## src/rtl/layer_sequencer.sv

```systemverilog
// layer_sequencer
// Frame-level controller for the CNN inference chain. Each layer engine is
// launched in fixed order with a one-cycle start pulse. The sequencer waits for
// that engine's one-cycle done pulse before it launches the next engine. It also
// provides a frame handshake, abort, a per-stage watchdog, and frame/cycle
// counters for the host-facing status path.
//
// Ports:
//   clk          clock
//   reset        synchronous, active-high reset
//   frame_start  request to run one frame (sampled only when idle)
//   abort        cancel the frame in progress (launch/wait only)
//   stage_start  one-hot, one-cycle start pulse to engine i
//   stage_done   one-cycle done pulse from engine i
//   busy         high whenever the sequencer is not idle
//   cur_stage    index of the stage being launched or awaited
//   frame_done   one-cycle pulse when the last stage completes
//   error        one-cycle pulse on watchdog expiry
//   err_stage    stage that timed out, held until the next error or reset
//   frame_count  frames completed successfully (wraps)
//   last_cycles  launch+wait cycle count of the last successful frame
module layer_sequencer #(
  parameter int NUM_STAGES     = 4,
  parameter int TIMEOUT_CYCLES = 65535,
  parameter int CNT_WIDTH      = 32,
  parameter int IDX_W          = (NUM_STAGES > 1) ? $clog2(NUM_STAGES) : 1
) (
  input  logic                  clk,
  input  logic                  reset,
  input  logic                  frame_start,
  input  logic                  abort,
  output logic [NUM_STAGES-1:0] stage_start,
  input  logic [NUM_STAGES-1:0] stage_done,
  output logic                  busy,
  output logic [IDX_W-1:0]      cur_stage,
  output logic                  frame_done,
  output logic                  error,
  output logic [IDX_W-1:0]      err_stage,
  output logic [15:0]           frame_count,
  output logic [CNT_WIDTH-1:0]  last_cycles
);

  typedef enum logic [2:0] {
    S_IDLE,
    S_LAUNCH,
    S_WAIT,
    S_DONE,
    S_ERR
  } state_t;

  state_t               state;
  logic [IDX_W-1:0]     idx;
  logic [CNT_WIDTH-1:0] cycle_cnt;
  logic [CNT_WIDTH-1:0] wdog;

  logic [IDX_W-1:0] idx_next;
  logic             last_stage;
  logic             timeout_hit;

  // Both counters saturate at all-ones instead of wrapping.
  function automatic logic [CNT_WIDTH-1:0] sat_inc(input logic [CNT_WIDTH-1:0] v);
    return (&v) ? v : v + CNT_WIDTH'(1);
  endfunction

  assign idx_next    = idx + IDX_W'(1);
  assign last_stage  = (idx == IDX_W'(NUM_STAGES - 1));
  // The watchdog is cleared in LAUNCH, so the first WAIT cycle sees 0. Reaching
  // TIMEOUT_CYCLES-1 therefore marks the last permitted WAIT cycle.
  assign timeout_hit = (TIMEOUT_CYCLES != 0) &&
                       (wdog == CNT_WIDTH'(TIMEOUT_CYCLES - 1));

  // All outputs are registered. They are set on the edge that enters a state,
  // so every pulse lines up with the state that owns it.
  always_ff @(posedge clk) begin
    if (reset) begin
      state       <= S_IDLE;
      idx         <= '0;
      cycle_cnt   <= '0;
      wdog        <= '0;
      stage_start <= '0;
      busy        <= 1'b0;
      cur_stage   <= '0;
      frame_done  <= 1'b0;
      error       <= 1'b0;
      err_stage   <= '0;
      frame_count <= '0;
      last_cycles <= '0;
    end else begin
      stage_start <= '0;
      frame_done  <= 1'b0;
      error       <= 1'b0;
      case (state)
        S_IDLE: begin
          if (frame_start) begin
            state       <= S_LAUNCH;
            idx         <= '0;
            cycle_cnt   <= '0;
            stage_start <= NUM_STAGES'(1);
            cur_stage   <= '0;
            busy        <= 1'b1;
          end
        end
        S_LAUNCH: begin
          if (abort) begin
            state <= S_IDLE;
            busy  <= 1'b0;
          end else begin
            state     <= S_WAIT;
            cycle_cnt <= sat_inc(cycle_cnt);
            wdog      <= '0;
          end
        end
        S_WAIT: begin
          cycle_cnt <= sat_inc(cycle_cnt);
          wdog      <= sat_inc(wdog);
          // Priority: abort, then done, then watchdog expiry.
          if (abort) begin
            state <= S_IDLE;
            busy  <= 1'b0;
          end else if (stage_done[idx]) begin
            if (last_stage) begin
              state       <= S_DONE;
              last_cycles <= sat_inc(cycle_cnt);
              frame_done  <= 1'b1;
              frame_count <= frame_count + 16'd1;
            end else begin
              state       <= S_LAUNCH;
              idx         <= idx_next;
              stage_start <= NUM_STAGES'(1) << idx_next;
              cur_stage   <= idx_next;
            end
          end else if (timeout_hit) begin
            state     <= S_ERR;
            err_stage <= idx;
            error     <= 1'b1;
          end
        end
        S_DONE, S_ERR: begin
          state <= S_IDLE;
          busy  <= 1'b0;
        end
        default: begin
          state <= S_IDLE;
          busy  <= 1'b0;
        end
      endcase
    end
  end

endmodule

```

## config.mk

```make
export PLATFORM = sky130hd
export DESIGN_NAME = layer_sequencer
export DESIGN_NICKNAME = d
export VERILOG_FILES = /design/src/rtl/layer_sequencer.sv
export SDC_FILE = /design/constraint.sdc
export NUM_CORES = 1
export LEC_CHECK = 0
export BUFFER_PORTS_ARGS = -buffer_cell sky130_fd_sc_hd__buf_2
export CAP_MARGIN = 20
export CORE_MARGIN = 3
export CORE_UTILIZATION = 35
export DETAILED_ROUTE_END_ITERATION = 8
export PLACE_DENSITY = 0.56
export SLEW_MARGIN = 40
export SYNTH_ARGS = -nofsm -noshare
export SYNTH_HDL_FRONTEND = slang
export SYNTH_SLANG_ARGS = --single-unit
```

## constraint.sdc

```tcl
create_clock -name clk -period 3.23 [get_ports clk]
set_clock_uncertainty 0.2 [all_clocks]
set_input_delay 0.646 -clock clk [delete_from_list [all_inputs] [get_ports clk]]
set_output_delay 0.646 -clock clk [all_outputs]
set_load 0.005 [all_outputs]
```

==> flow_metrics.env <==
export IMPL_clkTransAtPathRegs_ns=0.06
export IMPL_setup_tns_ns=0
export IMPL_rsz0062_at_grt="false"
export IMPL_crit_type="flip-flop to flip-flop"
export IMPL_max_vdd_ir_drop_uv=409
export IMPL_syn_area_mm2=0.00612
export IMPL_cts_made_buffers=17
export IMPL_cts_sinks=126
export IMPL_postSynthCellCount=728
export IMPL_hold_depth=2
export IMPL_globalplace_congestion=0.803
export IMPL_multiInputGateArea_mm2=0.00339
export IMPL_nets=805
export IMPL_seq_area_frac_synth=0.412
export IMPL_grt_pass1_wl_um=24700
export IMPL_dieArea_mm2=0.0191
export IMPL_period_share=0.852
export IMPL_portBuffers=66
export IMPL_dp_cells=990
export IMPL_yosysWarnings=0
export IMPL_drive_above_1_share=0.176
export IMPL_slowest_delay_ns=0.63
export IMPL_maxCapViolations=0
export IMPL_syn_nets=744
export IMPL_start_kind="flip-flop"
export IMPL_coreArea_mm2=0.0169
export IMPL_drc_errors=0
export IMPL_cp_num_cells=7
export IMPL_cts_root_buffer="clkbuf_16"
export IMPL_path_cells="ha_1 > and4_1 > nand4_1 > or3_1 > nand4_1 > xor2_1 > a211oi_1"
export IMPL_worstPathMaxFanout=16
export IMPL_cts_tree="built"
export IMPL_via_per_inst=5.16
export IMPL_cp_data_arrival_time_ns=2.88
export IMPL_clock_path_buffers=2
export IMPL_grtUsageTotal=0.154
export IMPL_min_delay_path_class="flip-flop to flip-flop"
export IMPL_routed_wl_um=14600
export IMPL_drt_iter0_drc=300
export IMPL_syn_area_per_cell_um2=8.41
export IMPL_hold_violations=0
export IMPL_fin_cells=1022
export IMPL_synth_cell_types=61
export IMPL_worstPathBufferInverterCount=0
export IMPL_slew_violations=0
export IMPL_insertion_delay_ns=0.42
export IMPL_hold_buffers=0
export IMPL_die_x_um=138
export IMPL_synth_edf_count=0
export IMPL_grt_ovfl_total=0
export IMPL_fmax_mhz=363
export IMPL_die_y_um=138
export IMPL_ant_nets=0
export IMPL_critPathSlowestCell="or3_1"
export IMPL_final_cell_mix="dfxtp_1, nor2_1, buf_2, nand2_1, xor2_1"
export IMPL_final_common_cell="dfxtp_1"
export IMPL_initial_core_util=0.363
export IMPL_regArea_mm2=0.00252
export IMPL_synthArstFlopShare=0
export IMPL_powerDensity_mw_per_mm2=482
export IMPL_postCtsSetupRepairBufs=0
export IMPL_cp_common_cell="nand4_1"
export IMPL_cp_required_ns=3.36
export IMPL_synth_seq_cells=126
export IMPL_synth_top_cells_by_area="dfxtp_1, nor2_1, xor2_1"
export IMPL_htreeDepth=4
export IMPL_firstDrtPassIters=7
export IMPL_total_power_mw=3.51
export IMPL_endpoint_kind="flip-flop"
export IMPL_io_pins=67
export IMPL_ctsResizeCount=0
export IMPL_setup_viol=0
export IMPL_r2r_cells=7
export IMPL_synth_top_area_frac=0.412
export IMPL_fin_crit_ns=2.75
export IMPL_synth_top_cell_by_area="dfxtp_1"
export IMPL_fp_row_count=47
export IMPL_wl_per_cell_um=14.2
export IMPL_vias=5272
export IMPL_status="finished, final reports clean"
export IMPL_slew_headroom=0.550
export IMPL_ys_dominant_reg_cell="dfxtp_1"
export IMPL_grt_pass1_vias=4819
export IMPL_fillerInstances=1694
export IMPL_leakagePower_nw=2.65
export IMPL_cp_top_family="simple AND/OR/NAND/NOR gates"
export IMPL_antenna_cells=0
export IMPL_worstMarginPinSlew_ns=0.673
export IMPL_hpwl_um=10300
export IMPL_synthToLayoutAreaGrowth_pct=18.8
export IMPL_antenna_found_initial=0
export IMPL_grt_start_max_net_pins=65
per-stage QoR:
stage,instance area [um^2],hold slack (ns),setup WS (ns),util
finish,7270,0.255,0.477,0.431
global route,7270,0.271,0.261,0.431
CTS,7270,0.261,0.477,0.431
detailed placement,6700,0.250,0.480,0.397
global placement,6690,0.245,0.500,0.397
floorplan,6120,0.248,0.853,-
final cells by class:
cell class              instances  area share
clock buffers                  20      0.0642
clock inverters                12      0.0155
inverters                       9     0.00464
multi-input cells             551       0.465
flip-flops and latches        126       0.347
well taps                     220      0.0378
repair buffers                 84      0.0657
layer usage:
metal,wire (um),GRT usage,up-vias
li1,-,-,2732
met1,7540,0.221,2427
met2,6120,0.224,104
met3,778,0.0445,9
met4,121,0.0452,0
met5,0,0,-
where the power goes:
part,switching (mW),internal [mW],total [mW]
Clock,0.720,1.12,1.84
Combinational,0.0711,0.0314,0.103
Sequential,0.00501,1.56,1.56
cells in the mapped netlist, drive strengths merged, types with 3 or more instances:
library cell    n
a211oi         31
a21oi          32
a31oi          15
and2            8
and3           17
and4           14
buf            16
clkbuf         26
dfxtp         126
ha              8
inv             9
mux2i           5
nand2          60
nand2b          4
nand3          36
nand4          28
nor2          106
nor2b           3
nor3           19
nor3b           5
nor4           11
nor4b           3
o21a            3
o21ai          33
o22ai           3
o31ai           6
or3            10
xnor2          27
xor2           41
worst paths after layout:
| path | slack, ns | end | from |
|---|---|---|---|
| max | 0.48 | last_cycles[3]$_SDFFE_PP0P_ | cycle_cnt[0]$_SDFFE_PP0P_ |
| min | 0.26 | last_cycles[0]$_SDFFE_PP0P_ | last_cycles[0]$_SDFFE_PP0P_ |
| max reg2reg | 0.48 | last_cycles[3]$_SDFFE_PP0P_ | cycle_cnt[0]$_SDFFE_PP0P_ |
| min reg2reg | 0.26 | last_cycles[0]$_SDFFE_PP0P_ | last_cycles[0]$_SDFFE_PP0P_ |
state kept, by name, indices dropped and copies added, names as in the netlist:
| name | cells |
|---|---|
| busy | 1 |
| cycle_cnt | 32 |
| err_stage | 2 |
| error | 1 |
| frame_count | 16 |
| frame_done | 1 |
| idx | 2 |
| last_cycles | 32 |
| stage_start | 4 |
| state | 3 |
| wdog | 32 |
kinds of logic (layout without fill, tap and decap cells):
| logic type | count (synthesis) | count (layout) | share of synthesized area |
|---|---|---|---|
| AO/OA/AOI/OAI | 139 | 139 | 0.146 |
| XOR/XNOR | 68 | 68 | 0.0973 |
| adder cells (fa/ha/maj) | 8 | 8 | 0.0164 |
| flip-flops | 126 | 126 | 0.412 |
| multiplexers | 7 | 7 | 0.0137 |
| AND/OR/NAND/NOR | 329 | 329 | 0.279 |
| buffers and inverters | 51 | 125 | 0.0360 |
worst reg2reg max path, cell delays in order (launching register included):
cell and delay, ns:
dfxtp_1 0.45, ha_1 0.30, and4_1 0.28, nand4_1 0.18, or3_1 0.63, nand4_1 0.28, xor2_1 0.10, a211oi_1 0.25
No activity file was read; power rests on OpenSTA's default activity.
